===== src/rtl/tune_sweep_ctrl_if.sv =====
// rtl/tune_sweep_ctrl_if.sv - configuration/control and tuning-word output bundle for the sweep sequencer
interface tune_sweep_ctrl_if #(
  parameter int TUNE_W = 16,
  parameter int IVL_W  = 12
);
  logic              tick;
  logic              start;
  logic              abort;
  logic [1:0]        mode;
  logic [TUNE_W-1:0] start_word;
  logic [TUNE_W-1:0] stop_word;
  logic [TUNE_W-1:0] step_word;
  logic [IVL_W-1:0]  interval;
  logic [TUNE_W-1:0] tune_out;
  logic              tune_valid;
  logic              busy;
  logic              done;

  modport master (
    output tick, start, abort, mode, start_word, stop_word, step_word, interval,
    input  tune_out, tune_valid, busy, done
  );

  modport slave (
    input  tick, start, abort, mode, start_word, stop_word, step_word, interval,
    output tune_out, tune_valid, busy, done
  );
endinterface


===== src/rtl/tune_sweep_ctrl.sv =====
// rtl/tune_sweep_ctrl.sv - DDS voice frequency-sweep sequencer (once / loop / ping-pong)
module tune_sweep_ctrl #(
  parameter int TUNE_W = 16,
  parameter int IVL_W  = 12
) (
  input  logic            clk_i,
  input  logic            rst_ni,
  tune_sweep_ctrl_if.slave bus
);

  typedef enum logic [1:0] {S_IDLE, S_RUN, S_DONE} state_e;

  localparam logic [1:0] MODE_LOOP = 2'b01;
  localparam logic [1:0] MODE_PING = 2'b10;

  state_e            state_q, state_d;
  logic [TUNE_W-1:0] tune_q, tune_d;
  logic              valid_q, valid_d;
  logic [IVL_W-1:0]  cnt_q, cnt_d;
  logic [IVL_W-1:0]  ivl_q, ivl_d;
  logic [1:0]        mode_q, mode_d;
  logic [TUNE_W-1:0] start_q, start_d;
  logic [TUNE_W-1:0] stop_q, stop_d;
  logic [TUNE_W-1:0] step_q, step_d;
  logic [TUNE_W-1:0] target_q, target_d;
  logic              dir_q, dir_d;       // 1 = stepping down
  logic              restart_q, restart_d;

  logic [IVL_W-1:0]  ivl_last;
  logic [TUNE_W:0]   sum_w, dif_w;
  logic [TUNE_W-1:0] up_next, dn_next, step_next;
  logic              degenerate;

  // One guard bit on both sides so the clamp sees overflow/borrow instead of a wrapped value
  assign ivl_last   = (ivl_q == '0) ? '0 : ivl_q - 1'b1;
  assign sum_w      = {1'b0, tune_q} + {1'b0, step_q};
  assign dif_w      = {1'b0, tune_q} - {1'b0, step_q};
  assign up_next    = (sum_w >= {1'b0, target_q}) ? target_q : sum_w[TUNE_W-1:0];
  assign dn_next    = (dif_w[TUNE_W] || (dif_w[TUNE_W-1:0] <= target_q)) ? target_q
                                                                         : dif_w[TUNE_W-1:0];
  assign step_next  = dir_q ? dn_next : up_next;
  assign degenerate = (start_q == stop_q) || (step_q == '0);

  always_comb begin
    state_d   = state_q;
    tune_d    = tune_q;
    valid_d   = 1'b0;
    cnt_d     = cnt_q;
    ivl_d     = ivl_q;
    mode_d    = mode_q;
    start_d   = start_q;
    stop_d    = stop_q;
    step_d    = step_q;
    target_d  = target_q;
    dir_d     = dir_q;
    restart_d = restart_q;

    if (bus.abort) begin
      state_d = S_IDLE;
    end else begin
      case (state_q)
        S_RUN: begin
          if (bus.tick) begin
            if (cnt_q == ivl_last) begin
              cnt_d = '0;
              if (degenerate) begin
                state_d = S_DONE;
              end else if (restart_q) begin
                tune_d    = start_q;
                valid_d   = 1'b1;
                restart_d = 1'b0;
              end else begin
                tune_d  = step_next;
                valid_d = 1'b1;
                if (step_next == target_q) begin
                  case (mode_q)
                    MODE_LOOP: restart_d = 1'b1;
                    MODE_PING: begin
                      target_d = (target_q == stop_q) ? start_q : stop_q;
                      dir_d    = ~dir_q;
                    end
                    default:   state_d = S_DONE;
                  endcase
                end
              end
            end else begin
              cnt_d = cnt_q + 1'b1;
            end
          end
        end
        default: begin
          if (bus.start) begin
            state_d   = S_RUN;
            mode_d    = bus.mode;
            start_d   = bus.start_word;
            stop_d    = bus.stop_word;
            step_d    = bus.step_word;
            ivl_d     = bus.interval;
            target_d  = bus.stop_word;
            dir_d     = (bus.stop_word < bus.start_word);
            restart_d = 1'b0;
            cnt_d     = '0;
            tune_d    = bus.start_word;
            valid_d   = 1'b1;
          end
        end
      endcase
    end
  end

  always_ff @(posedge clk_i or negedge rst_ni) begin
    if (!rst_ni) begin
      state_q   <= S_IDLE;
      tune_q    <= '0;
      valid_q   <= 1'b0;
      cnt_q     <= '0;
      ivl_q     <= '0;
      mode_q    <= '0;
      start_q   <= '0;
      stop_q    <= '0;
      step_q    <= '0;
      target_q  <= '0;
      dir_q     <= 1'b0;
      restart_q <= 1'b0;
    end else begin
      state_q   <= state_d;
      tune_q    <= tune_d;
      valid_q   <= valid_d;
      cnt_q     <= cnt_d;
      ivl_q     <= ivl_d;
      mode_q    <= mode_d;
      start_q   <= start_d;
      stop_q    <= stop_d;
      step_q    <= step_d;
      target_q  <= target_d;
      dir_q     <= dir_d;
      restart_q <= restart_d;
    end
  end

  assign bus.tune_out   = tune_q;
  assign bus.tune_valid = valid_q;
  assign bus.busy       = (state_q == S_RUN);
  assign bus.done       = (state_q == S_DONE);

endmodule


===== src/flat_wrapper.sv =====
// flat-port wrapper written by rule: the top's interface ports become plain ports
module tune_sweep_ctrl_flat 
#(
  parameter int TUNE_W = 16,
  parameter int IVL_W  = 12
)
  (clk_i, rst_ni, bus_tick, bus_start, bus_abort, bus_mode, bus_start_word, bus_stop_word, bus_step_word, bus_interval, bus_tune_out, bus_tune_valid, bus_busy, bus_done);
  tune_sweep_ctrl_if #(.TUNE_W(TUNE_W), .IVL_W(IVL_W)) bus_i ();
  input  logic clk_i;
  input  logic rst_ni;
  input wire logic [$bits(bus_i.tick)-1:0] bus_tick;
  input wire logic [$bits(bus_i.start)-1:0] bus_start;
  input wire logic [$bits(bus_i.abort)-1:0] bus_abort;
  input wire logic [$bits(bus_i.mode)-1:0] bus_mode;
  input wire logic [$bits(bus_i.start_word)-1:0] bus_start_word;
  input wire logic [$bits(bus_i.stop_word)-1:0] bus_stop_word;
  input wire logic [$bits(bus_i.step_word)-1:0] bus_step_word;
  input wire logic [$bits(bus_i.interval)-1:0] bus_interval;
  output wire logic [$bits(bus_i.tune_out)-1:0] bus_tune_out;
  output wire logic [$bits(bus_i.tune_valid)-1:0] bus_tune_valid;
  output wire logic [$bits(bus_i.busy)-1:0] bus_busy;
  output wire logic [$bits(bus_i.done)-1:0] bus_done;
  assign bus_i.tick = bus_tick;
  assign bus_i.start = bus_start;
  assign bus_i.abort = bus_abort;
  assign bus_i.mode = bus_mode;
  assign bus_i.start_word = bus_start_word;
  assign bus_i.stop_word = bus_stop_word;
  assign bus_i.step_word = bus_step_word;
  assign bus_i.interval = bus_interval;
  assign bus_tune_out = bus_i.tune_out;
  assign bus_tune_valid = bus_i.tune_valid;
  assign bus_busy = bus_i.busy;
  assign bus_done = bus_i.done;
  tune_sweep_ctrl #(.TUNE_W(TUNE_W), .IVL_W(IVL_W)) u_core (.clk_i(clk_i), .rst_ni(rst_ni), .bus(bus_i));
endmodule

===== config.mk =====
export PLATFORM = sky130hd
export DESIGN_NAME = tune_sweep_ctrl_flat
export DESIGN_NICKNAME = d
export VERILOG_FILES = /design/src/rtl/tune_sweep_ctrl_if.sv /design/src/rtl/tune_sweep_ctrl.sv /design/src/flat_wrapper.sv
export SDC_FILE = /design/constraint.sdc
export NUM_CORES = 1
export LEC_CHECK = 0
export BUFFER_PORTS_ARGS = -buffer_cell sky130_fd_sc_hd__buf_2
export CAP_MARGIN = 20
export CORE_ASPECT_RATIO = 1.25
export CORE_UTILIZATION = 45
export CTS_CLUSTER_DIAMETER = 200
export DETAILED_ROUTE_END_ITERATION = 16
export GPL_TIMING_DRIVEN = 0
export PLACE_DENSITY = 0.72
export REMOVE_ABC_BUFFERS = 1
export SLEW_MARGIN = 0
export SYNTH_ARGS = -nofsm -noshare
export SYNTH_HDL_FRONTEND = slang
export SYNTH_SLANG_ARGS = --single-unit

===== constraint.sdc =====
create_clock -name clk_i -period 8.55 [get_ports clk_i]
set_input_delay 1.2825 -clock clk_i [delete_from_list [all_inputs] [get_ports clk_i]]
set_output_delay 1.2825 -clock clk_i [all_outputs]
set_load 0.02 [all_outputs]

* Yosys cells after proc, flatten, opt, wreduce, memory -nomap -nowiden
Cells that the tools add are included.
W data, S select, Z words.
** Operators by class
- Add/subtract/negate cells :: 4
- $lt $le $gt $ge :: 3
- Equality and inequality tests :: 19
- Muxes and demuxes :: 54
- Bitwise logic cells :: 3
- Reductions and logical operators :: 12
** Operators with widths (count)
- $mux W16 :: 18
- $mux W12 :: 5
- $eq A16 B16 Y1 :: 3
- $mux W1 :: 22
- $mux W2 :: 9
- $add A16 B16 Y17 :: 1
- $ge A17 B16 Y1 :: 1
- $sub A16 B16 Y17 :: 1
- $le A16 B16 Y1 :: 1
- $logic_not A16 Y1 :: 1
- $lt A16 B16 Y1 :: 1
- $add A12 B1 Y12 const B :: 1
- $eq A12 B12 Y1 :: 1
- $logic_not A12 Y1 :: 1
- $sub A12 B1 Y12 const B :: 1
- $reduce_and A8 Y1 :: 1
- $ne A2 B1 Y1 const B :: 3
- $ne A2 B2 Y1 const B :: 3
- $reduce_and A3 Y1 :: 2
- $reduce_and A6 Y1 :: 1
- $reduce_and A5 Y1 :: 1
- $eq A2 B1 Y1 const B :: 2
- $eq A2 B2 Y1 const B :: 2
- $ne A4 B2 Y1 const B :: 1
- 9 further kinds :: 12
** Word-level totals
- Register bits after elaboration :: 111
- Bits of input ports :: 67
- Word-level logic and storage cells :: 107

* Longest topological paths before layout
Gate-level depths: netlist of the first run.
- Depth after elaboration :: 13
- Gate-level depth with buffers :: 24
- Mapped depth without buffers :: 20

* Worst setup path before layout of the first run
No wires, ideal clock.
- Path kind :: flip-flop to flip-flop
- Start point :: register u_core.tune_q[0], in the netlist u_core.bus.tune_out[0]
- End point :: register u_core.target_q[10]
- Arrival :: 5216 ps
- Path slack :: 3213 ps
- Cell stages (with the launch flop) :: 23
- Path through :: dfrtp_1 ha_1 fa_1 or2b_4 a211oi_2 o41a_1 o21a_1 o211ai_1 ha_1 a21o_1 a2111oi_2 o31ai_1 or4_4 or2_0 buf_2 o221ai_1 o31ai_1 and4bb_1 buf_6 o21ba_1 buf_6 buf_8 o22a_1
** Between the ends
- Longest elaborated chain between the ends :: 8
- Elaborated cells on any way between the ends :: 11
- Classes of those cells :: add/sub: 2; order compare: 2; eq/ne: 2; mux: 3; reduce/logical: 2
** RTL lines
- start, declared :: RTL line tune_sweep_ctrl.sv:17 : logic [TUNE_W-1:0] tune_q, tune_d;
- start signal, assigned :: RTL line tune_sweep_ctrl.sv:127 : tune_q <= tune_d;
- $sub A16 B16 Y17 :: RTL line tune_sweep_ctrl.sv:37 : assign dif_w = {1'b0, tune_q} - {1'b0, step_q};
- $le A16 B16 Y1 :: RTL line tune_sweep_ctrl.sv:39 : assign dn_next = (dif_w[TUNE_W] || (dif_w[TUNE_W-1:0] <= target_q)) ? target_q
- $logic_or A1 B1 Y1 :: RTL line tune_sweep_ctrl.sv:39
- $mux W16 :: RTL line tune_sweep_ctrl.sv:39
- $mux W16 (*) :: RTL line tune_sweep_ctrl.sv:41 : assign step_next = dir_q ? dn_next : up_next;
- $eq A16 B16 Y1 (*) :: RTL line tune_sweep_ctrl.sv:75 : if (step_next == target_q) begin
- $ne A2 B1 Y1 (no source line) (*)
- $reduce_and A8 Y1 (no source line) (*)
- end signal, assigned :: RTL line tune_sweep_ctrl.sv:135 : target_q <= target_d;
- end, declared :: RTL line tune_sweep_ctrl.sv:25 : logic [TUNE_W-1:0] target_q, target_d;
Every way passes the cells marked *; elsewhere a longest branch is shown, timed or not.
A chain may end at the register's enable or synchronous reset.

* Final worst setup path of the first run
- Start point :: register u_core.step_q[7]
- End point :: register u_core.dir_q
** Between the ends
- Longest elaborated chain between the ends :: 8
- Elaborated cells on any way between the ends :: 14
- Classes of those cells :: add/sub: 2; order compare: 2; eq/ne: 3; mux: 3; reduce/logical: 4
** RTL lines
- start, declared :: RTL line tune_sweep_ctrl.sv:24 : logic [TUNE_W-1:0] step_q, step_d;
- start signal, assigned :: RTL line tune_sweep_ctrl.sv:134 : step_q <= step_d;
- $sub A16 B16 Y17 :: RTL line tune_sweep_ctrl.sv:37
- $le A16 B16 Y1 :: RTL line tune_sweep_ctrl.sv:39
- $logic_or A1 B1 Y1 :: RTL line tune_sweep_ctrl.sv:39
- $mux W16 :: RTL line tune_sweep_ctrl.sv:39
- $mux W16 :: RTL line tune_sweep_ctrl.sv:41
- $eq A16 B16 Y1 :: RTL line tune_sweep_ctrl.sv:75
- $ne A2 B1 Y1 (no source line)
- $reduce_and A8 Y1 (no source line) (*)
- end signal, assigned :: RTL line tune_sweep_ctrl.sv:136 : dir_q <= dir_d;
- end, declared :: RTL line tune_sweep_ctrl.sv:26 : logic dir_q, dir_d;
Marked as above.

==> results of run 1 <==
## metal layers
metal  GRT usage [%]  part of all wire [%]  up-vias
met5               0                     0        -
met4            9.29                   3.1        0
met3            3.84                   4.3       41
met2            42.5                    49      223
met1            31.7                    44     4102
li1                -                     -     4175
## flip-flops by register name, summed over array words and instances (netlist names)
signal                 count
u_core.bus.tune_valid      1
u_core.ivl_q              12
u_core.dir_q               1
u_core.target_q           16
u_core.state_q             2
u_core.stop_q             16
u_core.start_q            16
u_core.bus.tune_out       16
u_core.restart_q           1
u_core.mode_q              2
u_core.cnt_q              12
u_core.step_q             16
## cells in the final DEF (no fill, tap or decap), drive strengths merged, types with 4 or more instances in the layout
cell     netlist  final
o21a           7      7
a21o          12     12
o22ai         12     12
ha            83     83
mux2          44     44
o21ai         98     98
dfrtp        111    111
or2           11     11
a2111oi        4      4
xnor2         57     57
nor2          84     84
nand4         17     17
o311ai        12     12
nand2         84     84
o211ai         7      7
o31ai          7      7
inv           70     74
nand2b        20     20
mux2i         22     22
a21oi         40     40
and3          11     11
nor2b         15     15
buf           18     90
o31a           5      5
clkinv         1      4
or4            8      8
o22a          16     16
a31oi         24     24
nor4          18     18
xor2          34     34
clkbuf        37      9
or3           10     10
nand3         19     19
nor3          22     22
a211oi        11     11
a211o          5      5
## layout make-up
cell class | instances | area [µm²] | area share, %
inverter | 71 | 268 | 2.51
multi-input combinational | 882 | 6450 | 60.4
clock buffer | 9 | 225 | 2.11
sequential | 111 | 2780 | 26.0
timing repair buffer | 90 | 538 | 5.04
clock inverter | 7 | 83.8 | 0.785
tap | 274 | 343 | 3.21
## cell usage after synthesis (14+ instances only)
cell | number | area [µm²]
xnor2_1 | 55 | 482
dfrtp_1 | 111 | 2780
nor2b_1 | 14 | 87.6
a31oi_1 | 24 | 150
nand2_1 | 84 | 315
nor3_1 | 22 | 110
ha_1 | 83 | 1040
nand3_1 | 19 | 95.1
mux2_2 | 44 | 495
nand4_1 | 17 | 106
o21ai_0 | 86 | 430
nor4_1 | 15 | 93.8
nand2b_1 | 20 | 125
inv_1 | 67 | 251
mux2i_1 | 22 | 220
a21oi_1 | 40 | 200
o22a_1 | 16 | 140
xor2_1 | 34 | 298
clkbuf_1 | 37 | 139
nor2_1 | 84 | 315
## worst max-delay path, cell delays in order, from the launching register on
cell	delay (ns)
dfrtp_1	0.43
inv_1	0.08
ha_1	0.63
nor2b_1	0.26
a211oi_1	0.10
o31ai_1	0.55
a41oi_1	0.31
xnor2_1	0.24
ha_1	0.36
nand3_1	0.16
or4_1	0.60
nor4_2	0.29
a311o_1	0.25
or2_0	0.83
o21ai_0	0.21
a2111oi_0	0.51
and4bb_1	0.81
o21ba_1	0.69
o32a_1	0.27
## power groups by stage
stage / clock, W / sequential (W) / combinational (W)
6_report: 0.000450 / 0.000841 / 0.00238
5_1_grt: 0.000475 / 0.000862 / 0.00262
3_5_place_dp: 0 / 0.000848 / 0.00232
2_1_floorplan: 0 / 0.000823 / 0.00172
4_1_cts: 0.000456 / 0.000838 / 0.00234
3_3_place_gp: 0 / 0.000840 / 0.00228
## stage by stage
stage	setup WS [ns]	TNS, ns	instances
after floorplan	1.43	0	1064
after global placement	-2.93	-86.49	1423
after detailed placement	1.01	0	1428
after CTS	0.988	0	1444
after global routing	0.435	0	1444
final	0.906	0	1444
## how the worst max path moves through the flow
stage                          start      endpoint  slack [ns]  cells after the start
floorplan                  bus_start  u_core.dir_q        1.43                      5
CTS                 u_core.step_q[7]  u_core.dir_q        0.99                     18
global placement           bus_start  u_core.dir_q       -2.93                      6
global route        u_core.step_q[7]  u_core.dir_q        0.43                     18
detailed placement  u_core.step_q[7]  u_core.dir_q        1.01                     18
finish              u_core.step_q[7]  u_core.dir_q        0.91                     18
## cell families after synthesis
family	Yosys count	share of synthesized area (%)
buffers and inverters	126	5.53
AOI/OAI and AO/OA	301	20.8
adders and majority gates	85	11.1
muxes	66	7.35
xor gates and xnor gates	94	9.03
DFF	111	28.5
and+or+nand+nor	336	17.6
==> qor.yml, run 1 <==
status: "complete, no violations"
fmax_ghz: 0.131
worst_ep_arrival_time_ns: 7.95
grt_pass1_vias: 8315
powerDensity_nw_per_um2: 343
power_frac_comb_pct: 64.8
holdBufCountCts: 0
io_pins: 86
core_um2: 21000
rsz0062_at_grt: "no"
start_kind: "flop"
place_congestion: 0.902
dr.pass1.iters: 5
vdd_drop_max_mv: 0.147
clkPwrFrac_pct: 12.3
syn_area_um2: 9740
seq_power_share_pct: 22.9
grt-ovfl-total: 0
syn_inst: 1119
p_sw_w: 0.00183
cts_sinks: 111
layout-drive-gt1-share_pct: 15.2
synthArstFlopShare_pct: 100
cap_violations: 0
cellLeakagePower_nw: 4.70
ctsLongestPathBuffers: 2
antenna_found_initial: 0
p_sw_share_pct: 50.0
r2r-start: "u_core.step_q[7]"
ys_ff_latch: 111
synth_cell_types: 89
worstHoldPathCells: 2
grt_pass1_wl_mm: 43.6
post-cts-setup-buffers: 0
skew_ns: 0.0148
fin_nets: 1317
rrSetupSlack_ns: 0.91
avgViaCountPerCell: 5.91
cts_htree_levels: 3
worst_pin_slew_ns: 1.06
rows: 59
drt-total-wl_mm: 27.1
port_buffers: 85
synth_edf_count: 0
worst-path-max-fanout: 18
cts_root_buf: "clkbuf_16"
slew_viol_final: 0
power.internal_w: 0.00183
hold_viol_final: 0
period_minus_slack_ns: 7.64
vias: 8541
dpl_cell_area_um2: 10400
whs_ns: 0.546
critical_path_class: "flop to flop"
cts_inserted_buffers: 9
synth_top_flop_cell: "dfrtp_1"
clk_latency_ns: 0.37
die_width_um: 134
start_util_pct: 46.3
slew_headroom_pct: 29.3
min_to: "u_core.bus.tune_out[0]"
ys_warn_count: 0
finalInstanceArea_um2: 10700
setup_violations: 0
ctsResizeCount: 0
cts_tree: "done"
drc: 0
min_path_type: "flop to flop"
crit_required_ns: 8.86
grt_max_degree: 77
dr.first_iter.drc_count: 608
track_usage_pct: 25.0
power.total_w: 0.00367
reg2reg_depth: 18
area_growth_pct: 9.73
r2r_end: "u_core.dir_q"
syn_avg_cell_area_um2: 8.70
yosysSeqAreaShare_pct: 28.5
post-dp-hpwl_mm: 21.3
wl_per_cell_um: 18.8
endpoint_kind: "flop"
n_antenna_cell: 0
period_share_pct: 89.4
final_util_pct: 50.8
dieArea_um2: 22200
die_y_um: 166
clk_pin_slew_ns: 0.09
fill_cells: 2004
ant_nets: 0
hp-start: "u_core.bus.tune_out[0]"
(Power assumes the default switching activity.)
==> inputs of run 2 (changes only) <==
SKIP_LAST_GASP = 1   (was unset)
clock period = 8.1 ns   (was 8.55 ns; I/O delays follow)
==> run 2 against run 1 <==
Maximum frequency up 4.0%. Die area unchanged. Critical endpoint unchanged. Core utilization unchanged. Largest cell class unchanged.
==> qor.yml, run 2 (synthesis gave the netlist of run 1 again) <==
min_path_type: "flop to flop"
cellLeakagePower_nw: 4.70  # about the same
critical_path.cell_chain: "inv_1, ha_1, nor2b_1, a211oi_1, o31ai_1, a41oi_1, xnor2_1, ha_1, nand3_1, or4_1, nor4_2, a311o_1, or2_1, o21ai_0, a2111oi_0, and4bb_1, o21ba_1, o32a_1"
worst_ep_arrival_time_ns: 7.66  # -0.29 ns
dr.pass1.iters: 7  # +2
final_cell_mix: "dfrtp_1, o21ai_0, nand2_1, buf_2"
slew_headroom_pct: 38.9  # +9.5 points
cts_root_buf: "clkbuf_16"
dieArea_um2: 22200  # unchanged
slew_viol_final: 0  # unchanged
post-dp-hpwl_mm: 21.3  # unchanged
antenna_found_initial: 0  # unchanged
period_minus_slack_ns: 7.35  # -0.297 ns
cts_htree_levels: 3  # unchanged
io_pins: 86  # unchanged
cts_inserted_buffers: 9  # unchanged
ant_nets: 0  # unchanged
vdd_drop_max_mv: 0.155  # +5.5%
port_buffers: 85  # unchanged
cap_violations: 0  # unchanged
drc: 0  # unchanged
cp_slowest_cell: "and4bb_1"
start_util_pct: 46.3  # unchanged
core_um2: 21000  # unchanged
grt_pass1_wl_mm: 43.6  # unchanged
area_growth_pct: 9.73  # unchanged
critical_path.startpoint: "u_core.step_q[7]"
path_common_cell: "ha_1"
grt_max_degree: 77  # unchanged
post-cts-setup-buffers: 0  # unchanged
rows: 59  # unchanged
critical_path_class: "flop to flop"
ctsLongestPathBuffers: 2  # unchanged
period_share_pct: 90.7  # +1.3 points
powerDensity_nw_per_um2: 362  # +5.5%
path_buf_inv: 1  # unchanged
place_congestion: 0.902  # unchanged
dp.cells: 1428  # unchanged
vias: 8571  # +0.35%
clk_pin_slew_ns: 0.09  # about the same
worst_pin_slew_ns: 0.910  # -0.150 ns
skew_ns: 0.0148  # +0.0000121 ns
start_kind: "flop"
status: "complete, no violations"
slowest_delay_ns: 0.83  # about the same
cts_tree: "done"
grt_pass1_vias: 8315  # unchanged
grt-ovfl-total: 0  # unchanged
final_cells: 1444  # unchanged
dpl_cell_area_um2: 10400  # unchanged
finalInstanceArea_um2: 10700  # unchanged
fmax_ghz: 0.136  # +4.0%
r2r-start: "u_core.step_q[7]"
die_width_um: 134  # unchanged
final_common_cell: "dfrtp_1"
fill_cells: 2004  # unchanged
drt-total-wl_mm: 27.2  # about the same
avgViaCountPerCell: 5.94  # +0.35%
finalWorstSetupSlack_ns: 0.752  # -0.153 ns
hold_viol_final: 0  # unchanged
endpoint_kind: "flop"
final_util_pct: 50.8  # unchanged
crit_required_ns: 8.41  # -0.45 ns
cts_sinks: 111  # unchanged
hp-start: "u_core.bus.tune_out[0]"
pre_cts_slack_ns: 0.556  # -0.450 ns
layout-drive-gt1-share_pct: 15.2  # unchanged
clk_latency_ns: 0.37  # about the same
track_usage_pct: 25.0  # unchanged
cp_top_family: "compound AO/OA/AOI/OAI gates"
dr.first_iter.drc_count: 615  # +1.2%
wl_per_cell_um: 18.8  # about the same
worst-path-max-fanout: 18  # unchanged
rsz0062_at_grt: "no"
n_antenna_cell: 0  # unchanged
setup_violations: 0  # unchanged
die_y_um: 166  # unchanged
fin_nets: 1317  # unchanged
[run 2: cell count changes in the layout (fill, tap and decap cells not counted)]
cell   delta
or2_1     +1
or2_0     -1
[run 2: cell type report]
type                    count  area, µm²  area share (%)
well taps                 274        343            3.21
repair buffers             90        538            5.04
clock buffers               9        225            2.11
flip-flops and latches    111       2780            26.0
multi-input cells         882       6450            60.4
clock inverters             7       83.8           0.785
inverters                  71        268            2.51
[run 2: per-layer routing]
metal	track usage [%]	up-vias	part of all wire, %
li1	-	4170	-
met1	31.7	4113	44
met2	42.5	241	49
met3	3.84	47	4.5
met4	9.29	0	3.2
met5	0	-	0
[run 2: final timing paths]
check / cells after the start / endpoint / slack [ns]
worst min register to register: 2 / u_core.bus.tune_out[0] / 0.55
min in group asynchronous: 1 / u_core.bus.tune_out[4] / 0.74
max in group asynchronous: 2 / u_core.step_q[15] / 6.65
worst max-delay path: 18 / u_core.dir_q / 0.75
worst max register to register: 18 / u_core.dir_q / 0.75
worst min-delay path: 2 / u_core.bus.tune_out[0] / 0.55
[run 2: worst register-to-register path: cells and delay by family, from the launching register on]
kind	cells	cell delay, ns
buffers and inverters	1	0.08
XOR/XNOR	1	0.24
adder cells (fa/ha/maj)	2	0.99
AND/OR/NAND/NOR	6	2.71
AO/OA/AOI/OAI	8	2.87
flip-flops	1	0.43
[run 2: timing repair]
action / CTS / global route
endpoints found under the setup margin: 0 / 1
hold buffers: 0 / 0
resized for setup: 0 / 1
endpoints found under the hold margin: 0 / 0
[run 2: power by group]
group / switching (W) / internal [W] / total (W) / leakage, nW
Sequential: 0.000209 / 0.000679 / 0.000888 / 1.36
Clock: 0.000252 / 0.000222 / 0.000475 / 0.150
Combinational: 0.00147 / 0.00103 / 0.00251 / 3.19
[run 2: through the flow]
step	hold WS, ns	total power (W)	setup TNS [ns]
after floorplan	0.513	0.00269	0
after global placement	0.513	0.00329	-99.87
after detailed placement	0.529	0.00335	0
after CTS	0.550	0.00384	0
after global routing	0.598	0.00418	0
final	0.546	0.00387	0
==> inputs of run 3 (changes only) <==
CELL_PAD_IN_SITES_DETAIL_PLACEMENT = 2   (was unset)
CELL_PAD_IN_SITES_GLOBAL_PLACEMENT = 2   (was unset)
CORE_UTILIZATION = 38   (was 45)
PLACE_DENSITY = 0.91   (was 0.72)
==> run 3 against run 2 <==
Core utilization down 8.1 points. Flip-flop and latch count did not move. Worst hold slack improved by 0.018 ns. Register-to-register slack gained 0.05 ns. Highest routed layer unchanged. Die area increased by 18%. Critical endpoint unchanged. Combinational power is 10% higher. Maximum frequency is 0.75% higher.
==> qor.yml, run 3 (synthesis gave the netlist of run 1 again) <==
status: "complete, no violations"
fmax_ghz: 0.137  # +0.75%
die_width_um: 145  # +8.7%
power.total_w: 0.00415  # +7.3%
cts_tree: "done"
path_buf_inv: 2  # +1
drt-total-wl_mm: 36.5  # +35%
dp.cells: 1489  # +4.3%
cp_slowest_cell: "and4bb_1"
final_cells: 1505  # +4.2%
grt-ovfl-total: 0  # unchanged
final_common_cell: "dfrtp_1"
slowest_delay_ns: 0.82  # about the same
dieArea_um2: 26300  # +18%
final_util_pct: 42.7  # -8.1 points
endpoint_kind: "flop"
setup_violations: 0  # unchanged
slew_headroom_pct: 32.2  # -6.7 points
rsz0062_at_grt: "no"
layout-drive-gt1-share_pct: 15.1  # -0.085 points
ctsLongestPathBuffers: 2  # unchanged
post-dp-hpwl_mm: 28.6  # +34%
slew_viol_final: 0  # unchanged
period_share_pct: 90.0  # -0.67 points
antenna_found_initial: 0  # unchanged
dr.first_iter.drc_count: 450  # -27%
cts_htree_levels: 3  # unchanged
seqCellArea_um2: 2780  # unchanged
hold_viol_final: 0  # unchanged
wl_per_cell_um: 24.3  # +29%
skew_ns: 0.0119  # -0.00286 ns
dpl_cell_area_um2: 10500  # +0.77%
holdBufCountCts: 0  # unchanged
worst_pin_slew_ns: 1.00  # +0.0943 ns
die_y_um: 181  # +8.7%
grt_pass1_vias: 10200  # +23%
place_congestion: 0.909  # +0.80%
worst-path-max-fanout: 18  # unchanged
area_growth_pct: 10.4
vias: 9129  # +6.5%
start_util_pct: 38.6  # -7.7 points
dr.pass1.iters: 5  # -2
cap_violations: 0  # unchanged
start_kind: "flop"
fin_nets: 1318  # +0.076%
cts_sinks: 111  # unchanged
crit_required_ns: 8.42  # about the same
period_minus_slack_ns: 7.29  # -0.0546 ns
core_um2: 25200  # +20%
cp_top_family: "compound AO/OA/AOI/OAI gates"
multiInputGateArea_um2: 6450  # unchanged
critical_path_class: "flop to flop"
clk_latency_ns: 0.39  # +0.02 ns
n_antenna_cell: 0  # unchanged
worst_ep_arrival_time_ns: 7.61  # -0.05 ns
track_usage_pct: 28.1  # +3.2 points
cts_inserted_buffers: 9  # unchanged
rows: 65  # +10%
drc: 0  # unchanged
grt_pass1_wl_mm: 57.5  # +32%
io_pins: 86  # unchanged
cellLeakagePower_nw: 4.69  # -0.18%
fin_tns_setup_ns: 0  # unchanged
avgViaCountPerCell: 6.07  # +2.2%
powerDensity_nw_per_um2: 386  # +6.6%
final_cell_mix: "dfrtp_1, o21ai_0, nand2_1, buf_2"
critical_path.cell_chain: "inv_1, ha_1, a21oi_1, a21oi_1, a21boi_2, o41ai_1, xnor2_1, ha_1, nand3_1, or3_1, nor3_1, inv_1, and3_1, a221o_1, a2111oi_0, and4bb_1, o21ba_1, o32a_1"
post-cts-setup-buffers: 0  # unchanged
finalInstanceArea_um2: 10800  # +0.66%
min_path_type: "flop to flop"
vdd_drop_max_mv: 0.145  # -6.6%
grt_max_degree: 73  # -5.2%
port_buffers: 85  # unchanged
ctsResizeCount: 0  # unchanged
cts_root_buf: "clkbuf_16"
fill_cells: 2859  # +43%
ant_nets: 0  # unchanged
clk_pin_slew_ns: 0.08  # about the same
[run 3: cell count changes in the layout (fill, tap and decap cells not counted), sizes merged]
cell      before  now
bufinv         0    1
clkinvlp       0    2
clkbuf         9   10
inv           74   71
buf           90   91
clkinv         4    2
[run 3: metrics by stage]
stage                     hold slack, ns  worst slack (ns)
after floorplan                    0.513              1.05
after global placement             0.526             -3.53
after detailed placement           0.555             0.358
after CTS                          0.573             0.398
after global routing               0.595             0.481
final                              0.564             0.807
[run 3: final cells by class]
| type | count | share of cell area, % |
|---|---|---|
| inverter | 71 | 2.49 |
| sequential | 111 | 25.8 |
| timing repair buffer | 91 | 5.14 |
| multi-input combinational | 882 | 60.0 |
| clock buffer | 10 | 2.13 |
| tap | 335 | 3.90 |
| clock inverter | 5 | 0.547 |
[run 3: power breakdown]
group	leakage, nW	total [W]	internal, W	switching (W)
combinational	3.19	0.00277	0.00106	0.00171
sequential	1.36	0.000907	0.000679	0.000228
clock	0.135	0.000473	0.000239	0.000234
[run 3: layer usage]
layer | GRT usage (%) | part of all wire [%] | vias up | wire length [µm]
li1 | - | - | 4159 | -
met1 | 31.2 | 40 | 4658 | 14600
met2 | 52.4 | 53 | 213 | 19200
met3 | 2.98 | 2.7 | 99 | 995
met4 | 15.1 | 4.7 | 0 | 1710
met5 | 0 | 0 | - | 0
[run 3: worst reg2reg max path: stages (launching register included)]
cell and delay [ns]:
dfrtp_1 0.42, inv_1 0.09, ha_1 0.52, a21oi_1 0.60, a21oi_1 0.13, a21boi_2 0.23
o41ai_1 0.51, xnor2_1 0.21, ha_1 0.34, nand3_1 0.14, or3_1 0.47, nor3_1 0.51
inv_1 0.15, and3_1 0.24, a221o_1 0.38, a2111oi_0 0.40, and4bb_1 0.82, o21ba_1 0.77
o32a_1 0.30
[run 3: path summary, 6_finish.rpt]
check	from	depth (start not counted)	end	slack [ns]
setup / recovery	u_core.step_q[7]	18	u_core.dir_q	0.81
hold / removal	u_core.bus.tune_out[13]	2	u_core.bus.tune_out[13]	0.56
setup reg to reg	u_core.step_q[7]	18	u_core.dir_q	0.81
hold reg to reg	u_core.bus.tune_out[13]	2	u_core.bus.tune_out[13]	0.56
max in group asynchronous	rst_ni	2	u_core.start_q[8]	6.64
min in group asynchronous	rst_ni	1	u_core.target_q[1]	0.74
